===== src/rtl/key_event.sv =====
// Turns a debounced key level into press/release/long/repeat events; optional auto-repeat via KEY_AUTO_RPT_EN.
// Latency: press/release events are visible one clock after data_i is sampled; long/repeat follow whole tick periods.
// Backpressure: single-entry valid/ready register; an event arriving while full and not accepted is dropped and sets ovf_o.
module key_event #(
  parameter int TICK_W  = 8,
  parameter int CNT_W   = 8,
  parameter int LONG_TK = 100,
  parameter int RPT_TK  = 20
) (
  input  logic       clk_i,
  input  logic       rst_n_i,
  input  logic       data_i,
  output logic       held_o,
  output logic [1:0] evt_o,
  output logic       evt_vld_o,
  input  logic       evt_rdy_i,
  output logic       ovf_o,
  input  logic       ovf_clr_i
);

  typedef enum logic [1:0] {
    IDLE  = 2'd0,
    PRESS = 2'd1,
    LONG  = 2'd2
  } state_t;

  localparam logic [1:0] EVT_PRESS = 2'd0;
  localparam logic [1:0] EVT_REL   = 2'd1;
  localparam logic [1:0] EVT_LONG  = 2'd2;
  localparam logic [1:0] EVT_RPT   = 2'd3;

`ifdef KEY_AUTO_RPT_EN
  localparam bit AUTO_RPT = 1'b1;
`else
  localparam bit AUTO_RPT = 1'b0;
`endif

  // Thresholds are compared for equality, truncated to the counter width.
  localparam logic [CNT_W-1:0] LONG_M1 = CNT_W'(LONG_TK - 1);
  localparam logic [CNT_W-1:0] RPT_M1  = CNT_W'(RPT_TK - 1);

  state_t             state;
  state_t             state_nx;
  logic               d_r;
  logic [TICK_W-1:0]  pre;
  logic [CNT_W-1:0]   cnt;
  logic               rise;
  logic               fall;
  logic               tick;
  logic               new_vld;
  logic [1:0]         new_dat;
  logic               cnt_run;

  assign rise = data_i & ~d_r;
  assign fall = ~data_i & d_r;
  assign tick = &pre;

  // Hold time only accumulates while pressed; in LONG only when repeats are enabled.
  assign cnt_run = (state == PRESS) || ((state == LONG) && AUTO_RPT);

  // Next-state and event selection; release takes priority over a coincident threshold tick.
  always_comb begin
    state_nx = state;
    new_vld  = 1'b0;
    new_dat  = EVT_PRESS;
    case (state)
      IDLE: begin
        if (rise) begin
          state_nx = PRESS;
          new_vld  = 1'b1;
          new_dat  = EVT_PRESS;
        end
      end
      PRESS: begin
        if (fall) begin
          state_nx = IDLE;
          new_vld  = 1'b1;
          new_dat  = EVT_REL;
        end else if (tick && (cnt == LONG_M1)) begin
          state_nx = LONG;
          new_vld  = 1'b1;
          new_dat  = EVT_LONG;
        end
      end
      LONG: begin
        if (fall) begin
          state_nx = IDLE;
          new_vld  = 1'b1;
          new_dat  = EVT_REL;
        end else if (AUTO_RPT && tick && (cnt == RPT_M1)) begin
          new_vld  = 1'b1;
          new_dat  = EVT_RPT;
        end
      end
      default: begin
        state_nx = IDLE;
      end
    endcase
  end

  // Key state, edge history, prescaler and hold-tick counter; every event restarts the hold count.
  always_ff @(posedge clk_i or negedge rst_n_i) begin
    if (!rst_n_i) begin
      state  <= IDLE;
      d_r    <= 1'b0;
      pre    <= '0;
      cnt    <= '0;
      held_o <= 1'b0;
    end else begin
      state  <= state_nx;
      d_r    <= data_i;
      held_o <= (state_nx != IDLE);
      pre    <= rise ? '0 : pre + TICK_W'(1);
      if (rise || new_vld) begin
        cnt <= '0;
      end else if (tick && cnt_run) begin
        cnt <= cnt + CNT_W'(1);
      end
    end
  end

  // Single-entry output register: load when empty or draining, otherwise drop and flag overflow.
  always_ff @(posedge clk_i or negedge rst_n_i) begin
    if (!rst_n_i) begin
      evt_o     <= EVT_PRESS;
      evt_vld_o <= 1'b0;
      ovf_o     <= 1'b0;
    end else begin
      if (new_vld) begin
        if (!evt_vld_o || evt_rdy_i) begin
          evt_o     <= new_dat;
          evt_vld_o <= 1'b1;
        end
      end else if (evt_vld_o && evt_rdy_i) begin
        evt_vld_o <= 1'b0;
      end
      if (new_vld && evt_vld_o && !evt_rdy_i) begin
        ovf_o <= 1'b1;
      end else if (ovf_clr_i) begin
        ovf_o <= 1'b0;
      end
    end
  end

endmodule


===== config.mk =====
export PLATFORM = sky130hd
export DESIGN_NAME = key_event
export DESIGN_NICKNAME = d
export VERILOG_FILES = /design/src/rtl/key_event.sv
export SDC_FILE = /design/constraint.sdc
export NUM_CORES = 1
export LEC_CHECK = 0
export ABC_AREA = 1
export CAP_MARGIN = 20
export CELL_PAD_IN_SITES_DETAIL_PLACEMENT = 0
export CELL_PAD_IN_SITES_GLOBAL_PLACEMENT = 1
export CORE_ASPECT_RATIO = 0.6
export CORE_UTILIZATION = 46
export CTS_BUF_LIST = sky130_fd_sc_hd__clkbuf_16
export DETAILED_ROUTE_END_ITERATION = 12
export PLACE_DENSITY_LB_ADDON = 0.15
export SLEW_MARGIN = 20
export SYNTH_ARGS = -nofsm -noshare
export SYNTH_HDL_FRONTEND = slang
export SYNTH_SLANG_ARGS = --single-unit

===== constraint.sdc =====
create_clock -name clk_i -period 3.8 [get_ports clk_i]
set_input_delay 0.95 -clock clk_i [delete_from_list [all_inputs] [get_ports clk_i]]
set_output_delay 0.95 -clock clk_i [all_outputs]
set_load 0.05 [all_outputs]

==> parameters.txt, run 1 <==
Parameter                              Value

Route
  Vias per cell ... 4.97
  DRC violation total after the first TritonRoute iteration ... 43
  First-pass detailed-route iteration total ... 4
  Remaining routing DRC violations ... 0
  Final routed wire length divided by cell count ... between 10 and 15 µm
  Overall via count from detail_route ... slightly below 1,000
  Post-detailed-routing wire length ... between 2000 and 3000 µm
  Final antenna-violating net count ... 0

Power and ir drop
  Areal power density over the cells ... 488 mW/mm²
  Portion of total power attributed to combinational logic ... around 28%
  Share of power burned in registers ... 42.1%
  Power spent charging and discharging nets ... 0.252 mW
  Cell Int Power ... about 0.50 mW
  Peak supply drop ... approximately 220 µV
  Standby leakage power ... roughly 0.76 nW
  Switching part of the total power ... approximately 34%
  Share of total power in the clock network ... between 30% and 40%

Synthesis
  Main area contributors after synthesis ... sky130_fd_sc_hd__dfrtp_1 45%, sky130_fd_sc_hd__nand2_1 7.3%, sky130_fd_sc_hd__inv_1 6.5%
  Number of enable flip-flop cells after synthesis ... 0
  Share of flip-flops with an asynchronous set or reset after synthesis ... between 90% and 100%
  Post-synthesis cell type count ... 25
  Fraction of synthesized cell area taken by the top area cell type ... a little under half
  Top cells by count, synth ... 26 x sky130_fd_sc_hd__nand2_1, 24 x sky130_fd_sc_hd__dfrtp_1, 23 x sky130_fd_sc_hd__inv_1, 17 x sky130_fd_sc_hd__nor2_1, 8 x sky130_fd_sc_hd__nor2_2
  Dominant cell by count in the synthesized netlist ... sky130_fd_sc_hd__nand2_1
  Flops & latches, synth ... 24
  Nets in the synthesized netlist ... between 150 and 200
  Mean cell area of the mapped netlist ... around 8.6 µm²
  Syn Std Cell Area ... between 0.001 and 0.0015 mm²
  Cell type with the highest aggregate area in the netlist ... sky130_fd_sc_hd__dfrtp_1
  Count of yosys warnings during synthesis ... 0
  Primary FF master, synth ... sky130_fd_sc_hd__dfrtp_1
  Sequential share of the synthesized area ... 45.2%
  Gate Count Post-Synth ... between 150 and 200

Setup path
  Gate family responsible for the most delay along the worst path ... buffers and inverters
  Critical register-to-register path endpoint ... cnt[5]
  Max incr delay on CP ... about 0.8 ns
  Slowest cell on crit path ... sky130_fd_sc_hd__clkdlybuf4s50_1
  WP data required ... approximately 2.9 ns
  Classification of the worst setup path ... reg2out
  Number of cells traversed by the worst register-to-register path ... 9
  Launching point of the worst reg2reg path ... state[1]
  Largest driver fanout on the critical path ... 2
  Critical-path cell list ... clkdlybuf4s50_1
  Buf+Inv Stages, Crit Path ... 1
  Reg2Reg Setup Slack ... around 2.2 ns
  Endpoint arrival time on the critical path ... between 1 and 1.5 ns
  Setup crit start kind ... flip-flop
  Startpoint of the worst setup timing path ... evt_vld_o
  CP Capture Type ... output pin

Floorplanning
  Die boundary height ... roughly 44 µm
  Number of placement rows ... 14
  DIE AREA ... between 0.003 and 0.004 mm²
  Ports ... 10
  Std-Cell Core Area ... around 0.0026 mm²
  Effective utilization at floorplan ... 50.6%
  Die span in x ... slightly above 70 µm

Placed design
  Area of placed instances ... approximately 0.0015 mm²
  Global placer's final weighted congestion ... 0.839
  Count of input and output buffers ... 9
  HPWL reported at the end of detailed placement ... slightly below 2000 µm

STA
  Actual transition at the worst max-transition pin ... approximately 0.54 ns
  Setup tns final ... 0 ns
  Final setup viols ... 0
  Upper clock frequency limit ... 0.423 GHz
  Shortest period the worst path allows ... between 2 and 2.5 ns
  Remaining max-slew budget at the tightest pin ... roughly 64%
  Final Hold Fails ... 0
  Total count of max-transition violations in the final report ... 0
  Period utilization ... 62.2%
  RSZ-0062 raised after global routing ... false
  Clock Skew ... a little over 0.003 ns

Hold path
  Min-Delay Startpoint ... evt_o[0]
  Worst min-delay path endpoint ... evt_o[0]
  Path type of the worst min-delay path ... reg2reg
  Instance count along the most critical hold path ... 2

Finish
  Summed area of non-filler cells in the final layout ... around 0.0015 mm²
  Layout Nets ... 179
  Diode insertion count for antenna repair ... 0
  Layout filler cell count ... 259
  Multi-input gate area ... approximately 620 µm²
  Synthesis-to-finish area growth ... 15.1%
  Share of cells above drive strength 1 ... between 15 and 20%
  Footprint of the flip-flops and latches ... between 600 and 700 µm²

Clocking
  Post-CTS setup buffers ... 0
  CTS tree ... built
  Clock Sinks ... 24
  Buffers from clock root to sink, at most ... 2
  CTS root buffer ... sky130_fd_sc_hd__clkbuf_16
  Clock-pin slew reported for the worst setup and hold paths after clock tree synthesis ... roughly 0.060 ns
  Clock latency on the worst-skew pair ... about 0.26 ns
  Hold-fix buffer count after cts ... 0
  H-tree level count ... 1
  TritonCTS buffer count ... 3
  # resized after CTS ... 0

GRT
  Largest net degree at the start of global routing ... 25
  Total global routing track utilization ... 19.0%
  First-pass GRT wire length ... about 4300 µm
  Total global routing overflow ... 0
  Via count of the first global-routing pass ... between 900 and 1,000
  Antenna violations before repair ... 0

Status
  Result of the run ... complete, no violations

Run
  Max-capacitance violation count ... 0
[logic make-up after synthesis]
group | share of synthesized area, %
buffers and inverters | 7.90
and+or+nand+nor | 30.9
adders and majority gates | 5.64
AOI/OAI and AO/OA | 5.17
DFF | 45.2
xor gates and xnor gates | 5.27
[layout make-up]
| type | count | share of cell area, % |
|---|---|---|
| timing repair buffer | 9 | 5.56 |
| tap | 32 | 2.62 |
| clock buffer | 3 | 4.91 |
| multi-input combinational | 102 | 40.8 |
| sequential | 24 | 39.2 |
| inverter | 28 | 6.87 |
[state kept, by name (all words and copies together), names as in the netlist]
name	count
cnt	8
d_r	1
evt_o	2
evt_vld_o	1
held_o	1
ovf_o	1
pre	8
state	2
[through the flow]
step           instances  total power [mW]  utilization (%)  hold WS [ns]  setup WS (ns)
5_1_grt              198             0.787             58.2         0.504           1.40
6_report             198             0.747             58.2         0.477           1.44
2_1_floorplan        154             0.466                -         0.452           2.04
3_3_place_gp         195             0.525             55.6         0.457           1.46
3_5_place_dp         195             0.529             55.6         0.463           1.42
4_1_cts              198             0.754             58.4         0.478           1.43
[worst max path at each step]
stage	to	slack, ns	depth (start not counted)
4_1_cts	evt_vld_o	1.43	1
3_3_place_gp	cnt[6]	1.46	9
2_1_floorplan	cnt[2]	2.04	7
3_5_place_dp	cnt[6]	1.42	8
6_report	evt_vld_o	1.44	1
5_1_grt	evt_o[0]	1.40	1
[cells in the final DEF (no fill, tap or decap), drive strengths merged]
cell type / count
a211oi: 1
a21oi: 4
and3: 1
buf: 1
clkbuf: 3
clkdlybuf4s50: 8
dfrtp: 24
ha: 6
inv: 28
nand2: 31
nand3: 8
nand4: 4
nor2: 27
nor3: 5
nor3b: 1
o21ai: 6
xnor2: 1
xor2: 7
[power by group through the flow]
stage	Combinational [mW]	Clock, mW	Sequential, mW
final	0.208	0.225	0.315
after global routing	0.229	0.239	0.318
after CTS	0.210	0.229	0.315
after detailed placement	0.209	0	0.319
after global placement	0.209	0	0.316
after floorplan	0.111	0	0.355
[routing by layer]
layer	wire [µm]	vias to the layer above	GRT usage [%]
li1	-	502	-
met1	1370	459	27.6
met2	999	18	26.9
met3	106	5	5.58
met4	34	0	7.20
met5	0	-	0
[worst register-to-register path: stages, from the launching register on]
cell and delay (ns):
sky130_fd_sc_hd__dfrtp_1 0.40, sky130_fd_sc_hd__inv_1 0.09, sky130_fd_sc_hd__ha_1 0.25, sky130_fd_sc_hd__nor2_1 0.17
sky130_fd_sc_hd__nor2_1 0.06, sky130_fd_sc_hd__nor2_1 0.17, sky130_fd_sc_hd__o21ai_4 0.11, sky130_fd_sc_hd__nand2_4 0.10
sky130_fd_sc_hd__nand2_8 0.09, sky130_fd_sc_hd__nor2_2 0.11
Note: power is estimated with default switching activity, not from simulation.
==> run 2: changes to the inputs <==
- CORE_UTILIZATION: 46 -> 43
- clock period: 3.8 -> 2.4 ns (I/O delays scaled with it)
==> run 2 against run 1 <==
  * Sequential power rose by 57%
  * Via count fell by 3.6%
  * Non-clock buffer count rose by 1
  * First-iteration DRC count rose by 28%
  * Die area rose by 6.7%
  * Cell count rose by 6.1%
  * Setup slack got worse by 1.0 ns
  * Flip-flop and latch count did not move
  * Count of clock-buffer cells in the layout did not move
  * Utilization fell by 4.6 points
==> parameters.txt, run 2 (synthesis gave the netlist of run 1 again) <==
Parameter                              Value

Status
  Result of the run ... complete, no violations

GRT
  Total global routing overflow ... 0 (unchanged)
  Routing layer with the top usage in global route ... met1
  Largest net degree at the start of global routing ... 25 (unchanged)
  Met3 GRT Util ... 5.36% (-0.22 points)
  Antenna violations before repair ... 0 (unchanged)
  Grt met2 use ... 21.1% (-5.8 points)
  Via count of the first global-routing pass ... 854 (-6.1%)
  GR Util met1 ... 27.4% (-0.21 points)
  First-pass GRT wire length ... 4070 µm (-5.7%)
  Total global routing track utilization ... 16.8% (-2.2 points)

Finish
  Post-Layout Cell Count ... 210 (+6.1%)
  Final core utilization ... 53.6% (-4.6 points)
  Diode insertion count for antenna repair ... 0 (unchanged)
  Most common cell after layout, fill and taps aside ... sky130_fd_sc_hd__nand2_1
  Footprint of the flip-flops and latches ... 601 µm² (unchanged)
  Synthesis-to-finish area growth ... 17.2%
  Multi-input gate area ... 624 µm² (unchanged)
  Top library cells by usage in the layout, fill and taps aside ... 26 x sky130_fd_sc_hd__nand2_1, 24 x sky130_fd_sc_hd__dfrtp_1, 23 x sky130_fd_sc_hd__inv_1
  Share of cells above drive strength 1 ... 16.1% (-0.19 points)
  Largest registers ... cnt (8), pre (8)
  Layout filler cell count ... 275 (+6.2%)
  Layout Nets ... 180 (+0.56%)

STA
  RSZ-0062 raised after global routing ... false
  Shortest period the worst path allows ... ~2 ns
  Remaining max-slew budget at the tightest pin ... 67.2% (+3.2 points)
  Actual transition at the worst max-transition pin ... 0.491 ns (-0.0490 ns)
  Final setup viols ... 0 (unchanged)
  Setup tns final ... 0 ns (unchanged)
  Total count of max-transition violations in the final report ... 0 (unchanged)
  Upper clock frequency limit ... about 0.5 GHz
  Period utilization ... 83.5%
  Final Hold Fails ... 0 (unchanged)
  Clock Skew ... 0.00207 ns (-0.000963 ns)

Power and ir drop
  Peak supply drop ... 493 µV (+120%)
  Power consumption ... 1.18 mW (+58%)
  Standby leakage power ... 0.764 nW (+0.84%)
  Areal power density over the cells ... 756 mW/mm² (+55%)

Placed design
  Placed cell count ... 206 (+5.6%)
  Global placer's final weighted congestion ... 0.792 (-5.6%)
  HPWL reported at the end of detailed placement ... 1830 µm (-5.2%)
  Count of input and output buffers ... 9 (unchanged)

Setup path
  Critical-path cell list ... clkdlybuf4s50_1
  Total number of cells along the worst setup path ... 1 (unchanged)
  Reg2Reg Setup Slack ... 0.78 ns (-1.40 ns)
  WP data required ... 1.80 ns (-1.05 ns)
  Largest driver fanout on the critical path ... 2 (unchanged)
  Launching point of the worst reg2reg path ... cnt[0]
  Number of cells traversed by the worst register-to-register path ... 8 (-1)
  CP Capture Type ... output pin
  Gate family responsible for the most delay along the worst path ... buffers and inverters
  Critical register-to-register path endpoint ... cnt[5]
  Classification of the worst setup path ... reg2out
  Buf+Inv Stages, Crit Path ... 1 (unchanged)
  Slowest cell on crit path ... sky130_fd_sc_hd__clkdlybuf4s50_1
  Setup crit start kind ... flip-flop
  Startpoint of the worst setup timing path ... evt_o[0]
  Last element of the critical path ... evt_o[0]
  Endpoint arrival time on the critical path ... 1.40 ns (about the same)
  Max incr delay on CP ... 0.80 ns (about the same)

Route
  Overall via count from detail_route ... 949 (-3.6%)
  Remaining routing DRC violations ... 0 (unchanged)
  Vias per cell ... 4.52 (-9.1%)
  Post-detailed-routing wire length ... 2290 µm (-8.8%)
  Final antenna-violating net count ... 0 (unchanged)
  First-pass detailed-route iteration total ... 4 (unchanged)
  DRC violation total after the first TritonRoute iteration ... 55 (+28%)
  Final routed wire length divided by cell count ... 10.9 µm (-14%)

Floorplanning
  Ports ... 10 (unchanged)
  Die span in x ... 73.8 µm (+3.3%)
  Number of placement rows ... 15 (+1)
  DIE AREA ... 0.00333 mm² (+6.7%)
  Std-Cell Core Area ... 0.00291 mm² (+11%)
  Die boundary height ... 45.1 µm (+3.3%)
  Effective utilization at floorplan ... 45.7% (-4.9 points)

Clocking
  Clock-pin slew reported for the worst setup and hold paths after clock tree synthesis ... 0.06 ns (about the same)
  Buffers from clock root to sink, at most ... 2 (unchanged)
  Hold-fix buffer count after cts ... 0 (unchanged)
  TritonCTS buffer count ... 3 (unchanged)
  # resized after CTS ... 0 (unchanged)
  Clock latency on the worst-skew pair ... 0.25 ns (about the same)
  H-tree level count ... 1 (unchanged)
  CTS root buffer ... sky130_fd_sc_hd__clkbuf_16
  Clock Sinks ... 24 (unchanged)
  CTS tree ... built
  Post-CTS setup buffers ... 0 (unchanged)

Run
  Max-capacitance violation count ... 0 (unchanged)

Hold path
  Path type of the worst min-delay path ... reg2reg
## run 2: worst min path at each step
stage             start        to  slack (ns)  cells after the start
6_report       evt_o[0]  evt_o[0]        0.48                      2
5_1_grt        evt_o[1]  evt_o[1]        0.52                      2
4_1_cts        evt_o[0]  evt_o[0]        0.49                      2
3_5_place_dp   evt_o[0]  evt_o[0]        0.47                      2
3_3_place_gp   evt_o[1]  evt_o[1]        0.47                      2
2_1_floorplan   rst_n_i    cnt[0]        0.30                      0
## run 2: final cells by class
| type | instances | share of cell area (%) |
|---|---|---|
| multi-input combinational | 102 | 40.0 |
| sequential | 24 | 38.5 |
| tap | 42 | 3.37 |
| timing repair buffer | 10 | 6.26 |
| clock inverter | 1 | 0.241 |
| inverter | 28 | 6.74 |
| clock buffer | 3 | 4.82 |
## run 2: stage by stage
stage	hold slack [ns]	cell area, µm²	setup WS (ns)
floorplan	0.304	1330	0.956
global placement	0.474	1480	0.404
detailed placement	0.475	1480	0.365
CTS	0.490	1560	0.385
global route	0.519	1560	0.351
finish	0.481	1560	0.396
## run 2: report_power, final
part	switching [mW]	internal, mW
registers	0.0398	0.456
clock network	0.132	0.222
logic	0.219	0.110
total	0.390	0.788
## run 2: routing by layer
layer,up-vias,wire (µm)
met2,19,809
met4,0,4
met3,2,94
met1,419,1380
li1,509,-
met5,-,0
==> run 3: changes to the inputs <==
- CORE_UTILIZATION: 43 -> 39
- clock period: 2.4 -> 1.77 ns (I/O delays scaled with it)
==> run 3 against run 2 <==
  * Utilization decreased by 1.4 points
  * Sequential power rose by 35%
  * Flip-flop and latch count is the same
  * Register-to-register slack got worse by 0.64 ns
  * First-iteration DRC count shrank 44%
  * Routed wire length rose by 7.5%
  * Largest power group unchanged
  * Highest routed layer unchanged
==> parameters.txt, run 3 (synthesis gave the netlist of run 1 again) <==
Parameter                              Value

Setup path
  Library cell appearing most often on the critical path ... sky130_fd_sc_hd__nand2_1
  Largest driver fanout on the critical path ... 9 (+7)
  CP Capture Type ... flip-flop
  Critical-path cell list ... ha_1 > nand2_2 > nor2_8 > nand3_4 > o21ai_4 > nand3_1 > nand2_1 > nand2_1
  Max incr delay on CP ... 0.39 ns (-0.41 ns)
  WP data required ... 1.92 ns (+0.12 ns)
  Endpoint arrival time on the critical path ... 1.77 ns (+0.37 ns)
  Slowest cell on crit path ... sky130_fd_sc_hd__dfrtp_1
  Startpoint of the worst setup timing path ... pre[0]
  Classification of the worst setup path ... reg2reg
  Launching point of the worst reg2reg path ... pre[0]
  Setup crit start kind ... flip-flop

Finish
  Synthesis-to-finish area growth ... 19.9%
  Most common cell after layout, fill and taps aside ... sky130_fd_sc_hd__nand2_1
  Layout filler cell count ... 293 (+6.5%)
  Diode insertion count for antenna repair ... 0 (unchanged)
  Layout Nets ... 183 (+1.7%)
  Top library cells by usage in the layout, fill and taps aside ... 26 x sky130_fd_sc_hd__nand2_1, 24 x sky130_fd_sc_hd__dfrtp_1, 23 x sky130_fd_sc_hd__inv_1
  Largest registers ... cnt (8), pre (8)
  Final core utilization ... 52.1% (-1.4 points)
  Post-Layout Cell Count ... 213 (+1.4%)
  Share of cells above drive strength 1 ... 21.1% (+5.0 points)

Power and ir drop
  Cell Int Power ... 1.21 mW (+54%)
  Standby leakage power ... 0.799 nW (+4.6%)
  Power spent charging and discharging nets ... 0.541 mW (+39%)
  Portion of total power attributed to combinational logic ... 25.3% (-2.6 points)
  Peak supply drop ... 964 µV (+96%)
  Switching part of the total power ... 30.9% (-2.3 points)
  Share of total power in the clock network ... 36.6% (+6.5 points)
  Areal power density over the cells ... 1100 mW/mm² (+45%)
  Share of power burned in registers ... 38.2% (-3.8 points)

Floorplanning
  Number of placement rows ... 15 (unchanged)
  Die span in x ... 77.4 µm (+4.9%)
  Effective utilization at floorplan ... 43.5% (-2.2 points)
  Die boundary height ... 47.2 µm (+4.8%)
  Ports ... 10 (unchanged)
  Std-Cell Core Area ... 0.00306 mm² (+5.2%)
  DIE AREA ... 0.00366 mm² (+9.9%)

Placed design
  HPWL reported at the end of detailed placement ... 1930 µm (+5.3%)
  Placed cell count ... 209 (+1.5%)
  Count of input and output buffers ... 9 (unchanged)
  Global placer's final weighted congestion ... 0.724 (-8.6%)
  Placement-stage worst setup slack ... -0.0381 ns (-0.403 ns)

Route
  Final routed wire length divided by cell count ... 11.6 µm (+5.9%)
  DRC violation total after the first TritonRoute iteration ... 31 (-44%)
  Final antenna-violating net count ... 0 (unchanged)
  Post-detailed-routing wire length ... 2460 µm (+7.5%)
  Vias per cell ... 4.60 (+1.7%)
  Remaining routing DRC violations ... 0 (unchanged)
  Overall via count from detail_route ... 979 (+3.2%)
  First-pass detailed-route iteration total ... 4 (unchanged)

Clocking
  Clock-pin slew reported for the worst setup and hold paths after clock tree synthesis ... 0.06 ns (about the same)
  # resized after CTS ... 0 (unchanged)
  TritonCTS buffer count ... 3 (unchanged)
  CTS tree ... built
  Clock Sinks ... 24 (unchanged)
  Post-CTS setup buffers ... 0 (unchanged)
  Buffers from clock root to sink, at most ... 2 (unchanged)
  Hold-fix buffer count after cts ... 0 (unchanged)
  CTS root buffer ... sky130_fd_sc_hd__clkbuf_16
  Clock latency on the worst-skew pair ... 0.26 ns (about the same)
  H-tree level count ... 1 (unchanged)

GRT
  Via count of the first global-routing pass ... 905 (+6.0%)
  Total global routing track utilization ... 16.2% (-0.60 points)
  Antenna violations before repair ... 0 (unchanged)
  First-pass GRT wire length ... 4290 µm (+5.4%)
  Total global routing overflow ... 0 (unchanged)
  Largest net degree at the start of global routing ... 25 (unchanged)

STA
  Total count of max-transition violations in the final report ... 0 (unchanged)
  RSZ-0062 raised after global routing ... false
  Clock Skew ... 0.00351 ns (+0.00144 ns)
  Remaining max-slew budget at the tightest pin ... 79.5% (+12 points)
  Setup tns final ... 0 ns (unchanged)
  Upper clock frequency limit ... roughly 0.62 GHz
  Period utilization ... approximately 92%
  Final setup viols ... 0 (unchanged)
  Shortest period the worst path allows ... between 1.5 and 2 ns
  Post-route setup slack ... 0.145 ns (-0.251 ns)
  Actual transition at the worst max-transition pin ... 0.308 ns (-0.183 ns)
  Final Hold Fails ... 0 (unchanged)

Hold path
  Min-Delay Startpoint ... evt_o[0]
  Path type of the worst min-delay path ... reg2reg

Status
  Result of the run ... complete, no violations

Run
  Max-capacitance violation count ... 0 (unchanged)
[run 3: worst paths after layout]
| kind | slack, ns | endpoint | cells past startpoint |
|---|---|---|---|
| min in group asynchronous | 0.54 | pre[3] | 2 |
| setup / recovery | 0.14 | evt_o[1] | 8 |
| hold / removal | 0.47 | evt_o[0] | 2 |
| setup reg to reg | 0.14 | evt_o[1] | 8 |
| max in group asynchronous | 0.99 | cnt[3] | 2 |
| hold reg to reg | 0.47 | evt_o[0] | 2 |
[run 3: power groups by stage]
stage	sequential [mW]	combinational (mW)	clock, mW
floorplan	0.761	0.239	0
global placement	0.677	0.442	0
detailed placement	0.679	0.444	0
CTS	0.669	0.447	0.650
global route	0.680	0.495	0.679
finish	0.669	0.443	0.641
[run 3: layout make-up]
cell class	count	area [µm²]	share of cell area, %
clock buffers	3	75.1	4.71
inverters	28	105	6.59
multi-input cells	102	624	39.1
clock inverters	1	30.0	1.88
repair buffers	13	108	6.75
flip-flops and latches	24	601	37.6
well taps	42	52.6	3.29
[run 3: through the flow]
stage,hold WS [ns],total power [mW],cell area [µm²]
floorplan,0.147,1.00,1330
global placement,0.462,1.12,1490
detailed placement,0.462,1.12,1490
CTS,0.478,1.77,1600
global route,0.521,1.85,1600
finish,0.475,1.75,1600
[run 3: routing by layer]
layer | share of wire [%] | wire length [µm] | GRT usage, %
met5 | 0 | 0 | 0
met4 | 0.32 | 8 | 3.40
met3 | 6.3 | 154 | 4.85
met2 | 35 | 867 | 21.2
met1 | 58 | 1430 | 25.3
[run 3: critical path, delay by kind of cell, from the launching register on]
| kind | cells | cell delay [ns] |
|---|---|---|
| fa+ha+maj | 1 | 0.21 |
| flops | 1 | 0.39 |
| compound gates | 1 | 0.23 |
| simple gates | 6 | 0.68 |
